## config.mk

```make
export PLATFORM = sky130hd
export DESIGN_NAME = lsu_mem_arbiter
export DESIGN_NICKNAME = d
export VERILOG_FILES = /design/src/rtl/lsu_pkg.sv /design/src/rtl/lsu_tag_table.sv /design/src/rtl/lsu_mem_arbiter.sv
export SDC_FILE = /design/constraint.sdc
export NUM_CORES = 1
export LEC_CHECK = 0
export ABC_AREA = 1
export BUFFER_PORTS_ARGS = -buffer_cell sky130_fd_sc_hd__buf_2
export CAP_MARGIN = 40
export CORE_MARGIN = 5
export CORE_UTILIZATION = 52
export CTS_BUF_LIST = sky130_fd_sc_hd__clkbuf_8
export DETAILED_ROUTE_END_ITERATION = 10
export PLACE_DENSITY = 0.9
export SLEW_MARGIN = 20
export SYNTH_ARGS = -nofsm -noshare
export SYNTH_HDL_FRONTEND = slang
export SYNTH_HIERARCHICAL = 1
export SYNTH_SLANG_ARGS = --single-unit
```

## constraint.sdc

```tcl
create_clock -name i_clk -period 5.21 [get_ports i_clk]
set_input_delay 0.521 -clock i_clk [delete_from_list [all_inputs] [get_ports i_clk]]
set_output_delay 0.521 -clock i_clk [all_outputs]
set_load 0.05 [all_outputs]
```

## src/rtl/lsu_pkg.sv

```systemverilog
// lsu_pkg
// Shared LSU definitions: queue sizes and index widths, the per-tag load table entry,
// and the cache request slot layout used by lsu_mem_arbiter.
package lsu_pkg;

    localparam int LDQ_ENTRIES = 16;
    localparam int SDQ_ENTRIES = 16;
    localparam int LDQ_IDX_W   = $clog2(LDQ_ENTRIES);
    localparam int SDQ_IDX_W   = $clog2(SDQ_ENTRIES);

    // One in-flight load: the LDQ entry its response must be routed back to.
    typedef struct packed {
        logic                 busy;
        logic [LDQ_IDX_W-1:0] ldqIdx;
    } ldq_entry_t;

    // Payload of the registered cache request slot. The tag is held next to it in the
    // arbiter because its width follows the MAX_OUTSTANDING parameter.
    typedef struct packed {
        logic        vld;
        logic        we;
        logic [31:0] addr;
        logic [31:0] wdata;
        logic [3:0]  wmask;
    } mem_req_t;

endpackage

```

## src/rtl/lsu_tag_table.sv

```systemverilog
// lsu_tag_table
// Tracks which load tags are in flight and which LDQ entry each belongs to.
// Ports:
//   i_clk, i_rst           clock, asynchronous active-high reset
//   i_alloc, i_alloc_ldq_idx  claim o_alloc_tag (lowest free) for this LDQ index
//   o_alloc_tag, o_full    lowest free tag and all-busy flag, from registered state only
//   i_resp_vld, i_resp_tag response lookup
//   o_resp_hit, o_resp_ldq_idx  response matches a busy tag; that tag's LDQ index
//   o_resp_spurious        response for a tag that is not in flight
module lsu_tag_table
    import lsu_pkg::*;
#(
    parameter int MAX_OUTSTANDING = 4,
    parameter int TAG_W           = 2
) (
    input  logic                 i_clk,
    input  logic                 i_rst,
    input  logic                 i_alloc,
    input  logic [LDQ_IDX_W-1:0] i_alloc_ldq_idx,
    output logic [TAG_W-1:0]     o_alloc_tag,
    output logic                 o_full,
    input  logic                 i_resp_vld,
    input  logic [TAG_W-1:0]     i_resp_tag,
    output logic                 o_resp_hit,
    output logic                 o_resp_spurious,
    output logic [LDQ_IDX_W-1:0] o_resp_ldq_idx
);

    ldq_entry_t r_table [MAX_OUTSTANDING];
    ldq_entry_t w_respEntry;
    logic       w_found;

    // Priority encoder over the start-of-cycle state, so a tag freed by a response this
    // cycle cannot be reallocated until the next cycle.
    always_comb begin
        o_alloc_tag = '0;
        w_found     = 1'b0;
        for (int i = 0; i < MAX_OUTSTANDING; i++) begin
            if (!r_table[i].busy && !w_found) begin
                o_alloc_tag = TAG_W'(i);
                w_found     = 1'b1;
            end
        end
        o_full = !w_found;
    end

    always_comb begin
        w_respEntry     = r_table[i_resp_tag];
        o_resp_hit      = i_resp_vld && w_respEntry.busy;
        o_resp_spurious = i_resp_vld && !w_respEntry.busy;
        o_resp_ldq_idx  = w_respEntry.ldqIdx;
    end

    // A response and an allocation never target the same tag: the allocated tag is free,
    // the responding one is busy.
    always_ff @(posedge i_clk or posedge i_rst) begin
        if (i_rst) begin
            for (int i = 0; i < MAX_OUTSTANDING; i++) begin
                r_table[i] <= '0;
            end
        end else begin
            if (o_resp_hit) begin
                r_table[i_resp_tag] <= '0;
            end
            if (i_alloc) begin
                r_table[o_alloc_tag] <= '{busy: 1'b1, ldqIdx: i_alloc_ldq_idx};
            end
        end
    end

endmodule

```

## src/rtl/lsu_mem_arbiter.sv

```systemverilog
// lsu_mem_arbiter
// Shares the data-cache port between LDQ load issue and SDQ store commit. Loads win
// unless a store has lost STARVE_LIMIT times in a row (only when LSU_ARB_STARVE_EN is
// defined). A single registered slot drives the cache request.
// Ports:
//   i_clk, i_rst                         clock, asynchronous active-high reset
//   i_ld_req_* / o_ld_req_rdy            load request (addr, LDQ index)
//   i_st_req_* / o_st_req_rdy            store commit (addr, data, byte mask)
//   o_mem_req_* / i_mem_req_rdy          cache request slot
//   i_mem_resp_*                         load response from cache (always accepted)
//   o_ld_resp_*                          load data back to the LDQ, one cycle later
//   o_err_spurious_resp                  sticky: response for a tag not in flight
// Macro: LSU_ARB_STARVE_EN enables the store starvation counter.
module lsu_mem_arbiter
    import lsu_pkg::*;
#(
    parameter int MAX_OUTSTANDING = 4,
    parameter int LDQ_IDX_W       = lsu_pkg::LDQ_IDX_W,
    parameter int STARVE_LIMIT    = 8,
    localparam int TAG_W          = $clog2(MAX_OUTSTANDING)
) (
    input  logic                 i_clk,
    input  logic                 i_rst,
    input  logic                 i_ld_req_vld,
    output logic                 o_ld_req_rdy,
    input  logic [31:0]          i_ld_req_addr,
    input  logic [LDQ_IDX_W-1:0] i_ld_req_ldq_idx,
    input  logic                 i_st_req_vld,
    output logic                 o_st_req_rdy,
    input  logic [31:0]          i_st_req_addr,
    input  logic [31:0]          i_st_req_data,
    input  logic [3:0]           i_st_req_wmask,
    output logic                 o_mem_req_vld,
    input  logic                 i_mem_req_rdy,
    output logic                 o_mem_req_we,
    output logic [31:0]          o_mem_req_addr,
    output logic [31:0]          o_mem_req_wdata,
    output logic [3:0]           o_mem_req_wmask,
    output logic [TAG_W-1:0]     o_mem_req_tag,
    input  logic                 i_mem_resp_vld,
    input  logic [TAG_W-1:0]     i_mem_resp_tag,
    input  logic [31:0]          i_mem_resp_data,
    output logic                 o_ld_resp_vld,
    output logic [LDQ_IDX_W-1:0] o_ld_resp_ldq_idx,
    output logic [31:0]          o_ld_resp_data,
    output logic                 o_err_spurious_resp
);

    if (MAX_OUTSTANDING < 2 || (MAX_OUTSTANDING & (MAX_OUTSTANDING - 1)) != 0) begin : g_badOutstanding
        $error("lsu_mem_arbiter: MAX_OUTSTANDING must be a power of 2 and at least 2");
    end
    if (STARVE_LIMIT < 1 || STARVE_LIMIT > 255) begin : g_badLimit
        $error("lsu_mem_arbiter: STARVE_LIMIT must be within 1..255");
    end

    mem_req_t               r_slot;
    logic [TAG_W-1:0]       r_slotTag;
    logic                   r_ldRespVld;
    logic [LDQ_IDX_W-1:0]   r_ldRespIdx;
    logic [31:0]            r_ldRespData;
    logic                   r_errSpurious;

    logic                   w_slotFree;
    logic                   w_ldElig;
    logic                   w_stElig;
    logic                   w_forceSt;
    logic                   w_ldGrant;
    logic                   w_stGrant;
    logic [TAG_W-1:0]       w_allocTag;
    logic                   w_tagFull;
    logic                   w_respHit;
    logic                   w_respSpurious;
    logic [LDQ_IDX_W-1:0]   w_respLdqIdx;

    lsu_tag_table #(
        .MAX_OUTSTANDING (MAX_OUTSTANDING),
        .TAG_W           (TAG_W)
    ) u_tagTable (
        .i_clk           (i_clk),
        .i_rst           (i_rst),
        .i_alloc         (w_ldGrant),
        .i_alloc_ldq_idx (i_ld_req_ldq_idx),
        .o_alloc_tag     (w_allocTag),
        .o_full          (w_tagFull),
        .i_resp_vld      (i_mem_resp_vld),
        .i_resp_tag      (i_mem_resp_tag),
        .o_resp_hit      (w_respHit),
        .o_resp_spurious (w_respSpurious),
        .o_resp_ldq_idx  (w_respLdqIdx)
    );

`ifdef LSU_ARB_STARVE_EN
    logic [7:0] r_starveCnt;

    assign w_forceSt = (r_starveCnt == 8'(STARVE_LIMIT));

    // Counts consecutive losses of a waiting store; saturates so the force stays on
    // until the store finally goes.
    always_ff @(posedge i_clk or posedge i_rst) begin
        if (i_rst) begin
            r_starveCnt <= '0;
        end else if (w_stGrant) begin
            r_starveCnt <= '0;
        end else if (i_st_req_vld && !w_forceSt) begin
            r_starveCnt <= r_starveCnt + 8'd1;
        end
    end
`else
    assign w_forceSt = 1'b0;
`endif

    // Grants are suppressed during reset so the ready outputs read 0 immediately.
    always_comb begin
        w_slotFree = !r_slot.vld || i_mem_req_rdy;
        w_ldElig   = !i_rst && i_ld_req_vld && w_slotFree && !w_tagFull;
        w_stElig   = !i_rst && i_st_req_vld && w_slotFree;
        w_ldGrant  = w_ldElig && !(w_stElig && w_forceSt);
        w_stGrant  = w_stElig && !w_ldGrant;
    end

    assign o_ld_req_rdy = w_ldGrant;
    assign o_st_req_rdy = w_stGrant;

    // The slot is only rewritten when the cache takes (or never had) its contents.
    always_ff @(posedge i_clk or posedge i_rst) begin
        if (i_rst) begin
            r_slot    <= '0;
            r_slotTag <= '0;
        end else if (w_slotFree) begin
            if (w_ldGrant) begin
                r_slot    <= '{vld: 1'b1, we: 1'b0, addr: i_ld_req_addr, wdata: 32'd0, wmask: 4'd0};
                r_slotTag <= w_allocTag;
            end else if (w_stGrant) begin
                r_slot    <= '{vld: 1'b1, we: 1'b1, addr: i_st_req_addr,
                               wdata: i_st_req_data, wmask: i_st_req_wmask};
                r_slotTag <= '0;
            end else begin
                r_slot    <= '0;
                r_slotTag <= '0;
            end
        end
    end

    always_ff @(posedge i_clk or posedge i_rst) begin
        if (i_rst) begin
            r_ldRespVld   <= 1'b0;
            r_ldRespIdx   <= '0;
            r_ldRespData  <= '0;
            r_errSpurious <= 1'b0;
        end else begin
            r_ldRespVld <= w_respHit;
            if (w_respHit) begin
                r_ldRespIdx  <= w_respLdqIdx;
                r_ldRespData <= i_mem_resp_data;
            end
            if (w_respSpurious) begin
                r_errSpurious <= 1'b1;
            end
        end
    end

    assign o_mem_req_vld       = r_slot.vld;
    assign o_mem_req_we        = r_slot.we;
    assign o_mem_req_addr      = r_slot.addr;
    assign o_mem_req_wdata     = r_slot.wdata;
    assign o_mem_req_wmask     = r_slot.wmask;
    assign o_mem_req_tag       = r_slotTag;
    assign o_ld_resp_vld       = r_ldRespVld;
    assign o_ld_resp_ldq_idx   = r_ldRespIdx;
    assign o_ld_resp_data      = r_ldRespData;
    assign o_err_spurious_resp = r_errSpurious;

endmodule

```

==> insert_results.sql, run 1 <==
INSERT INTO impl_metrics (metric_group, metric, value, unit) VALUES
('synth', 'synthesis.nets', '741', ''),
('global_route', 'grt_max_degree', '75', ''),
('timing', 'max_freq', '291', 'MHz'),
('synth', 'synth.avg_cell_area', '9.46', 'sq um'),
('setup_path', 'crit_path_cell_trace', 'dlygate4sd3_1, buf_2, nor2_4, nand3_2, inv_2, buf_2', ''),
('setup_path', 'cp_common_cell', 'buf_2', ''),
('die', 'die-width', '114', 'microns'),
('die', 'floorplan.io_pins', '256', ''),
('synth', 'synth.area.top_cells', 'dfrtp_1 58%, nand2_1 15%, nand4_1 7.2%', ''),
('setup_path', 'critical_path.reg2reg.endpoint', 'o_mem_req_wdata[31]$_DFFE_PP0N_', ''),
('synth', 'yosysMostFrequentCell', 'nand2_1', ''),
('clock_network', 'clk-insertion-delay-late', '0.43', 'ns'),
('finish', 'final_core_util', '0.697', ''),
('setup_path', 'setup.worst_path.start_class', 'input port', ''),
('global_route', 'grt_antenna_before_repair', '1', ''),
('setup_path', 'timing.critical_path.to', 'o_st_req_rdy', ''),
('setup_path', 'crit_path_top_delay_cell', 'nor2_4', ''),
('timing', 'share_of_the_clock_period_used_by_the_worst_path_after_layout', '0.658', ''),
('finish', 'nets', '991', ''),
('global_route', 'global_route_usage_over_all_layers', '0.255', ''),
('timing', 'fin_skew', '0.0124', 'ns'),
('setup_path', 'crit-reg2reg-launch', 'u_tagTable/r_table[9]$_DFF_PP0_', ''),
('synth', 'yosys_warnings', '6', ''),
('timing', 'timing.setup.tns', '0', 'ns'),
('clock_network', 'clock_path_buffers', '2', ''),
('setup_path', 'timing_worst_setup_path_type', 'input port to output pin', ''),
('setup_path', 'critical-path-max-stage-delay', '0.60', 'ns'),
('setup_path', 'cp_data_required_time', '4.69', 'ns'),
('synth', 'asyncSetResetFlopFracSynth', '1.00', ''),
('die', 'die_area', '0.0131', 'sq mm'),
('setup_path', 'worst_r2r_path_cells', '8', ''),
('global_route', 'globalRoute.totalOverflow', '0', ''),
('timing', 'headroom_to_the_max_slew_limit', '0.502', ''),
('drt', 'via_per_inst', '5.34', ''),
('placed_design', 'place.gp.congestion', '0.899', ''),
('global_route', 'grt_pass1_wl', '26.1', 'mm'),
('die', 'die_h', '114', 'microns'),
('synth', 'synth_commonest_cells', '225 x nand2_1, 130 x dfrtp_1, 65 x nand4_1, 38 x nand3_1, 30 x mux2_1', ''),
('run', 'cap_viol_max_count', '0', ''),
('drt', 'drt-pass1-iter-count', '6', ''),
('placed_design', 'area_after_detailed_placement', '0.00701', 'sq mm'),
('drt', 'routed-via-count', '5331', ''),
('clock_network', 'tritoncts', 'yes', ''),
('synth', 'syn_inst', '597', ''),
('die', 'core', '0.0107', 'sq mm'),
('synth', 'yosysTopAreaCellShare', '0.576', ''),
('drt', 'antenna_violating_nets_post_route', '0', ''),
('setup_path', 'worst_ep_arrival_time', '2.91', 'ns'),
('min_path', 'worstHoldPathType', 'input port to flip-flop', ''),
('finish', 'flow.area_growth_from_synthesis', '32.6', '%'),
('clock_network', 'cts.sink_count', '130', ''),
('setup_path', 'internal_reg_to_reg_setup_slack', '2.87', 'ns'),
('finish', 'post_route_cells_drive_above_1_share', '0.378', ''),
('finish', 'layout.cell_area.non_filler', '0.00749', 'sq mm'),
('power_and_ir_drop', 'p_leak', '4.26', 'nW'),
('finish', 'filler_cell_count', '797', ''),
('synth', 'synth.yosys.seq_area_share', '0.576', ''),
('drt', 'detail_route.wl_per_cell', '16.9', 'microns'),
('setup_path', 'timing.critical_path.fanout_max', '37', ''),
('finish', 'total_inserted_antenna_cells', '0', ''),
('global_route', 'number_of_global_route_vias_before_repair', '5297', ''),
('timing', 'drv_slew', '0', ''),
('power_and_ir_drop', 'cellPowerDensity', '493', 'mW/mm^2'),
('placed_design', 'port_buffers', '255', ''),
('status', 'outcome', 'finished clean', ''),
('timing', 'rsz0062_at_grt', 'no', ''),
('setup_path', 'category_of_the_worst_setup_path_capture_point', 'output pin', ''),
('timing', 'holdWs', '0.286', 'ns'),
('die', 'core.rowCount', '38', ''),
('clock_network', 'h-tree-depth', '4', ''),
('clock_network', 'cts.reportedPaths.clkPinSlew', '0.08', 'ns');
==> routing by layer <==
metal  track usage  up-vias  share of wire
li1              -     2485              -
met1         0.321     2501           0.38
met2         0.412      285           0.50
met3        0.0613       58          0.081
met4         0.128        2          0.040
met5             0        -        0.00077
==> how the worst min path moves through the flow <==
stage | start | end | depth (start not counted)
floorplan | u_tagTable/r_table[4]$_DFF_PP0_ | u_tagTable/r_table[4]$_DFF_PP0_ | 2
detailed placement | o_err_spurious_resp$_DFFE_PP0P_ | o_err_spurious_resp$_DFFE_PP0P_ | 1
finish | i_st_req_data[11] | o_mem_req_wdata[11]$_DFFE_PP0N_ | 3
global route | i_st_req_data[23] | o_mem_req_wdata[23]$_DFFE_PP0N_ | 3
CTS | i_st_req_data[11] | o_mem_req_wdata[11]$_DFFE_PP0N_ | 3
global placement | o_mem_req_wdata[9]$_DFFE_PP0N_ | o_mem_req_wdata[9]$_DFFE_PP0N_ | 2
==> placed cells by master (no fill, tap or decap), drive strengths merged, types with 2 or more instances in the layout <==
cell,instances
buf,263
nand2,229
dfrtp,130
nand4,65
nand3,44
inv,38
mux2,36
clkbuf,18
nor2,11
clkinv,7
a22oi,4
o211ai,4
clkinvlp,2
bufinv,2
==> critical path: cells and delay by family <==
| kind | cells | cell delay [ns] |
|---|---|---|
| buffers and inverters | 4 | 1.60 |
| AND/OR/NAND/NOR | 2 | 0.76 |
==> state kept, by name, summed over array words and instances, names as in the netlist <==
register,cells
o_ld_resp_data,32
o_mem_req_addr,32
o_mem_req_wdata,32
u_tagTable/r_table,20
o_ld_resp_ldq_idx,4
o_mem_req_wmask,4
o_mem_req_tag,2
o_err_spurious_resp,1
o_ld_resp_vld,1
o_mem_req_vld,1
o_mem_req_we,1
==> area by class of cell <==
| class | instances | area, sq um | area share |
|---|---|---|---|
| clock buffers | 18 | 248 | 0.0331 |
| clock inverters | 13 | 140 | 0.0187 |
| inverters | 36 | 139 | 0.0185 |
| multi-input cells | 398 | 2100 | 0.280 |
| flip-flops and latches | 130 | 3250 | 0.434 |
| well taps | 140 | 175 | 0.0234 |
| repair buffers | 264 | 1440 | 0.192 |
==> logic make-up after synthesis <==
logic type / share of synthesized area
buf+inv: 0.0551
mux: 0.0717
simple gates: 0.284
compound gates: 0.0131
flops: 0.576
==> power by group <==
| part | total, mW | internal [mW] | switching (mW) |
|---|---|---|---|
| combinational | 1.47 | 0.375 | 1.10 |
| sequential | 1.40 | 1.26 | 0.136 |
| clock | 0.829 | 0.436 | 0.394 |
==> stage by stage <==
step | instances | total power, mW | worst slack, ns
3_3_place_gp | 962 | 2.81 | 2.35
6_report | 999 | 3.70 | 1.78
4_1_cts | 995 | 3.71 | 1.84
2_1_floorplan | 597 | 2.47 | 2.74
5_1_grt | 999 | 3.87 | 1.56
3_5_place_dp | 964 | 2.87 | 2.30
Note: power is estimated with default switching activity, not from simulation.
==> run 2: changes to the inputs <==
Settings changed: CORE_UTILIZATION 52 to 49, PLACE_DENSITY 0.9 to 0.86.
Clock period 5.21 ns to 3.3 ns, I/O delays scaled along.
==> run 2 against run 1 <==
  * Routed wire length up 1.1%
  * Sequential share of layout area shrank 0.16 points
  * Critical path depth up 2
  * Largest power group unchanged
==> insert_results.sql, run 2 (synthesis results as in run 1) <==
INSERT INTO impl_metrics (metric_group, metric, value, unit) VALUES
('finish', 'layout.cell_area.non_filler', '0.00752', 'sq mm'),
('setup_path', 'crit_path_top_delay_cell', 'dfrtp_1', ''),
('finish', 'mostFrequentLayoutCell', 'buf_2', ''),
('timing', 'headroom_to_the_max_slew_limit', '0.496', ''),
('finish', 'total_inserted_antenna_cells', '0', ''),
('drt', 'routed-via-count', '5231', ''),
('die', 'core', '0.0114', 'sq mm'),
('clock_network', 'tritoncts', 'yes', ''),
('global_route', 'global_route_usage_over_all_layers', '0.245', ''),
('setup_path', 'timing.critical_path.fanout_max', '33', ''),
('global_route', 'grt_antenna_before_repair', '1', ''),
('setup_path', 'cp_common_cell', 'inv_2', ''),
('timing', 'post-route-min-period', '2.54', 'ns'),
('setup_path', 'critical-path-max-stage-delay', '0.43', 'ns'),
('finish', 'multi_input_combinational_cell_area', '0.00210', 'sq mm'),
('timing', 'timing.setup.tns', '0', 'ns'),
('min_path', 'worstHoldPathType', 'input port to flip-flop', ''),
('clock_network', 'clock_path_buffers', '2', ''),
('timing', 'max_freq', '394', 'MHz'),
('die', 'die-width', '117', 'microns'),
('die', 'floorplan.io_pins', '256', ''),
('setup_path', 'crit_path_cell_trace', 'inv_1, nor3_1, inv_2, nand2_2, buf_4, nand3_2, inv_2, buf_2', ''),
('finish', 'filler_cell_count', '886', ''),
('placed_design', 'area_after_detailed_placement', '0.00704', 'sq mm'),
('placed_design', 'place.gp.congestion', '0.856', ''),
('run', 'cap_viol_max_count', '0', ''),
('timing', 'fin_skew', '0.0107', 'ns'),
('drt', 'drcViolationCount', '0', ''),
('global_route', 'grt_max_degree', '75', ''),
('power_and_ir_drop', 'ir_drop', '0.874', 'mV'),
('clock_network', 'cts.reportedPaths.clkPinSlew', '0.07', 'ns'),
('timing', 'rsz0062_at_grt', 'no', ''),
('clock_network', 'clk-insertion-delay-late', '0.44', 'ns'),
('die', 'die_h', '117', 'microns'),
('timing', 'worstMarginPinSlew', '0.755', 'ns'),
('placed_design', 'hpwl_after_detailed_placement', '12.4', 'mm'),
('clock_network', 'clockRootBuffer', 'clkbuf_8', ''),
('setup_path', 'cp_data_required_time', '2.97', 'ns'),
('finish', 'post_route_cells_drive_above_1_share', '0.380', ''),
('setup_path', 'timing_worst_setup_path_type', 'flip-flop to output pin', ''),
('clock_network', 'numCtsBuffers', '17', ''),
('die', 'core.rowCount', '39', ''),
('timing', 'drv_slew', '0', ''),
('die', 'die_area', '0.0138', 'sq mm'),
('drt', 'via_per_inst', '5.21', ''),
('setup_path', 'category_of_the_worst_setup_path_capture_point', 'output pin', ''),
('finish', 'nets', '992', ''),
('finish', 'flow.area_growth_from_synthesis', '33.1', '%'),
('timing', 'share_of_the_clock_period_used_by_the_worst_path_after_layout', '0.769', ''),
('placed_design', 'port_buffers', '255', ''),
('timing', 'hold_viol', '0', ''),
('power_and_ir_drop', 'cellPowerDensity', '805', 'mW/mm^2'),
('die', 'initial_core_util', '0.497', ''),
('setup_path', 'worst_ep_arrival_time', '2.21', 'ns'),
('status', 'outcome', 'finished clean', ''),
('drt', 'drt-pass1-iter-count', '5', ''),
('clock_network', 'cts_setup_buffers', '0', ''),
('clock_network', 'h-tree-depth', '4', ''),
('clock_network', 'cts.sink_count', '130', ''),
('drt', 'antenna_violating_nets_post_route', '0', ''),
('drt', 'dr.first_iter.drc_count', '586', ''),
('global_route', 'globalRoute.totalOverflow', '0', ''),
('power_and_ir_drop', 'total_power', '6.05', 'mW'),
('power_and_ir_drop', 'p_leak', '4.28', 'nW'),
('timing', 'setup_viol_count_final', '0', ''),
('drt', 'detail_route.wl_per_cell', '17.0', 'microns'),
('finish', 'ff_latch_area', '0.00325', 'sq mm'),
('setup_path', 'setup.worst_path.start_class', 'flip-flop', ''),
('global_route', 'grt_pass1_wl', '27.1', 'mm'),
('drt', 'route.final.wire_length', '17.1', 'mm'),
('finish', 'commonest_non_fill_non_tap_cells_in_the_layout', '255 x buf_2, 225 x nand2_1, 130 x dfrtp_1, 65 x nand4_1, 38 x nand3_1', ''),
('global_route', 'number_of_global_route_vias_before_repair', '5107', ''),
('clock_network', 'cts_repair_resized_insts', '0', '');
-- run 2: worst paths after layout --
path	depth (start not counted)	end	from	slack, ns
min in group asynchronous	3	o_ld_resp_data[27]$_DFFE_PP0P_	i_rst	0.45
hold / removal	3	o_mem_req_wdata[8]$_DFFE_PP0N_	i_st_req_data[8]	0.08
hold reg to reg	1	o_err_spurious_resp$_DFFE_PP0P_	o_err_spurious_resp$_DFFE_PP0P_	0.47
setup reg to reg	10	o_mem_req_wdata[14]$_DFFE_PP0N_	u_tagTable/r_table[9]$_DFF_PP0_	1.16
max in group asynchronous	4	o_ld_resp_data[10]$_DFFE_PP0P_	i_rst	2.03
setup / recovery	8	o_st_req_rdy	u_tagTable/r_table[9]$_DFF_PP0_	0.76
-- run 2: metrics by stage --
stage                     setup WS (ns)  hold slack (ns)  utilization  instances
final                             0.762           0.0759        0.661       1004
after global routing              0.591           0.0555        0.661       1004
after CTS                         0.741           0.0514        0.661       1004
after detailed placement           1.21            0.358        0.619        971
after global placement             1.26            0.358        0.619        971
after floorplan                    1.02            0.294            -        597
-- run 2: what timing repair did --
action                                  4_1_cts  5_1_grt
hold buffers                                  1        0
hold endpoints to repair                     18        0
endpoints found under the setup margin        0        0
-- run 2: layer usage --
metal,routed length (microns),vias to the layer above,track usage
met5,7,-,0
li1,-,2482,-
met3,1380,42,0.0780
met2,8910,253,0.418
met1,6340,2452,0.287
met4,476,2,0.0972
-- run 2: worst max-delay path: cells and delay by family (launching register included) --
kind,cells,cell delay [ns]
buffers and inverters,5,0.81
DFF,1,0.43
and+or+nand+nor,3,0.51
-- run 2: cell type report --
| class | instances | share of cell area |
|---|---|---|
| clock buffers | 21 | 0.0384 |
| clock inverters | 11 | 0.0243 |
| inverters | 36 | 0.0185 |
| multi-input cells | 398 | 0.279 |
| flip-flops and latches | 130 | 0.433 |
| well taps | 143 | 0.0238 |
| repair buffers | 265 | 0.183 |
-- run 2: power breakdown --
part	switching [mW]	total [mW]	internal, mW
logic	1.71	2.29	0.578
registers	0.214	2.20	1.99
clock network	0.589	1.56	0.972
total	2.51	6.05	3.54
==> run 3: changes to the inputs <==
Settings changed: CORE_UTILIZATION 49 to 44, PLACE_DENSITY 0.86 to 0.82.
Clock period 3.3 ns to 2.12 ns, I/O delays scaled along.
==> run 3 against run 2 <==
  * Die area grew 10%
  * Non-clock buffer count grew 70
  * Register-to-register slack lost 0.72 ns
  * Clock power grew 28%
  * Largest cell class unchanged
  * Largest power group unchanged
  * Highest routed layer unchanged
==> insert_results.sql, run 3 (synthesis results as in run 1) <==
INSERT INTO impl_metrics (metric_group, metric, value, unit) VALUES
('timing', 'headroom_to_the_max_slew_limit', '0.563', ''),
('timing', 'share_of_the_clock_period_used_by_the_worst_path_after_layout', '0.919', ''),
('die', 'initial_core_util', '0.448', ''),
('finish', 'mostFrequentLayoutCell', 'buf_2', ''),
('timing', 'hold_viol', '0', ''),
('timing', 'post-route-min-period', '1.95', 'ns'),
('finish', 'post_route_cells_drive_above_1_share', '0.357', ''),
('die', 'core.rowCount', '41', ''),
('run', 'cap_viol_max_count', '0', ''),
('placed_design', 'port_buffers', '255', ''),
('setup_path', 'crit_path_top_delay_cell', 'dfrtp_1', ''),
('global_route', 'grt_pass1_wl', '28.4', 'mm'),
('drt', 'drt-pass1-iter-count', '5', ''),
('power_and_ir_drop', 'cellPowerDensity', '1120', 'mW/mm^2'),
('clock_network', 'numCtsBuffers', '17', ''),
('placed_design', 'place.gp.congestion', '0.822', ''),
('global_route', 'grt_antenna_before_repair', '3', ''),
('clock_network', 'clockRootBuffer', 'clkbuf_8', ''),
('die', 'die_area', '0.0152', 'sq mm'),
('clock_network', 'cts.sink_count', '130', ''),
('die', 'die-width', '123', 'microns'),
('drt', 'drcViolationCount', '0', ''),
('finish', 'final_core_util', '0.648', ''),
('timing', 'max_freq', '513', 'MHz'),
('power_and_ir_drop', 'ir_drop', '1.07', 'mV'),
('timing', 'fin_skew', '0.0153', 'ns'),
('clock_network', 'tritoncts', 'yes', ''),
('setup_path', 'setup.worst_path.start_class', 'flip-flop', ''),
('min_path', 'whs_path_depth', '3', ''),
('finish', 'commonest_non_fill_non_tap_cells_in_the_layout', '254 x buf_2, 225 x nand2_1, 130 x dfrtp_1, 68 x dlygate4sd3_1, 65 x nand4_1', ''),
('setup_path', 'category_of_the_worst_setup_path_capture_point', 'output pin', ''),
('setup_path', 'worst_ep_arrival_time', '1.74', 'ns'),
('timing', 'worstMarginPinSlew', '0.655', 'ns'),
('drt', 'detail_route.wl_per_cell', '17.0', 'microns'),
('drt', 'dr.first_iter.drc_count', '434', ''),
('global_route', 'grt_max_degree', '91', ''),
('timing', 'setup_viol_count_final', '0', ''),
('die', 'die_h', '123', 'microns'),
('setup_path', 'timing.critical_path.fanout_max', '7', ''),
('min_path', 'worstHoldPathType', 'input port to flip-flop', ''),
('global_route', 'global_route_usage_over_all_layers', '0.244', ''),
('setup_path', 'cp_data_required_time', '1.91', 'ns'),
('placed_design', 'hpwl_after_detailed_placement', '11.9', 'mm'),
('drt', 'antenna_violating_nets_post_route', '0', ''),
('setup_path', 'worst_r2r_path_cells', '9', ''),
('setup_path', 'cp_common_cell', 'inv_2', ''),
('power_and_ir_drop', 'p_leak', '4.53', 'nW'),
('timing', 'timing.setup.tns', '0', 'ns'),
('global_route', 'globalRoute.totalOverflow', '0', ''),
('global_route', 'number_of_global_route_vias_before_repair', '5483', ''),
('timing', 'rsz0062_at_grt', 'no', ''),
('die', 'core', '0.0126', 'sq mm'),
('clock_network', 'clk-insertion-delay-late', '0.43', 'ns'),
('clock_network', 'clock_path_buffers', '2', ''),
('clock_network', 'cts.reportedPaths.clkPinSlew', '0.08', 'ns'),
('clock_network', 'h-tree-depth', '4', ''),
('timing', 'drv_slew', '0', ''),
('setup_path', 'timing_worst_setup_path_type', 'flip-flop to output pin', ''),
('die', 'floorplan.io_pins', '256', ''),
('timing', 'worst_slack', '0.171', 'ns'),
('drt', 'route.final.wire_length', '18.8', 'mm'),
('drt', 'via_per_inst', '5.09', ''),
('status', 'outcome', 'finished clean', ''),
('placed_design', 'post-place-ws', '0.396', 'ns'),
('setup_path', 'crit_path_cell_trace', 'inv_1, nor3_2, inv_2, nand2_2, nand3_2, inv_2, buf_4', ''),
('drt', 'routed-via-count', '5621', ''),
('finish', 'nets', '1062', ''),
('clock_network', 'cts_setup_buffers', '0', ''),
('finish', 'flow.area_growth_from_synthesis', '44.8', '%'),
('setup_path', 'critical-path-max-stage-delay', '0.42', 'ns');
-- run 3: changes by cell type in the layout (fill, tap and decap cells not counted), sizes merged, moves of 2 or more --
cell / previous run / this run
clkinv: 3 / 7
buf: 264 / 267
clkbuf: 21 / 19
dlygate4sd3: 1 / 68
bufinv: 5 / 1
-- run 3: worst max-delay path, delay by kind of cell, from the launching register on --
| family | cells | cell delay, ns |
|---|---|---|
| simple gates | 3 | 0.41 |
| buf+inv | 4 | 0.48 |
| flops | 1 | 0.42 |
-- run 3: final timing paths --
path	slack (ns)	start	end
hold / removal	0.04	i_st_req_addr[18]	o_mem_req_addr[18]$_DFFE_PP0N_
setup reg to reg	0.44	u_tagTable/r_table[9]$_DFF_PP0_	o_mem_req_wdata[28]$_DFFE_PP0N_
hold reg to reg	0.48	o_mem_req_wdata[1]$_DFFE_PP0N_	o_mem_req_wdata[1]$_DFFE_PP0N_
setup / recovery	0.17	u_tagTable/r_table[9]$_DFF_PP0_	o_st_req_rdy
min in group asynchronous	0.26	i_rst	u_tagTable/r_table[0]$_DFF_PP0_
max in group asynchronous	1.27	i_rst	o_ld_resp_data[28]$_DFFE_PP0P_
-- run 3: layout make-up --
class,instances,area [sq um]
flip-flops and latches,130,3250
diodes,1,2.50
multi-input cells,398,2100
well taps,172,215
repair buffers,335,2090
clock buffers,19,262
inverters,36,139
clock inverters,13,111
fillers,1007,4440
-- run 3: through the flow --
step | instance area (sq um) | hold WS, ns | power, mW | instances
final | 8180 | 0.0409 | 9.15 | 1104
after global routing | 8180 | 0.0143 | 9.62 | 1104
after CTS | 8160 | 0.00721 | 9.14 | 1102
after detailed placement | 7100 | 0.380 | 7.03 | 1002
after global placement | 7100 | 0.377 | 6.95 | 1002
after floorplan | 5650 | 0.176 | 6.07 | 597
-- run 3: timing repair --
item | in CTS | in global routing
hold buffers | 68 | 0
endpoints found under the hold margin | 197 | 0
resized for setup | 1 | 2
setup endpoints to repair | 1 | 1
-- run 3: layer usage --
layer,vias to the layer above,routed length [microns],GRT usage
met5,-,26,0
met4,4,507,0.0976
met3,46,1710,0.0778
met2,300,9620,0.418
met1,2648,6930,0.285
li1,2623,-,-
-- run 3: report_power, final --
| part | switching [mW] | leakage (nW) | internal (mW) |
|---|---|---|---|
| logic | 2.72 | 2.66 | 0.998 |
| clock network | 1.00 | 0.189 | 0.986 |
| registers | 0.346 | 1.68 | 3.10 |
| total | 4.07 | 4.53 | 5.08 |
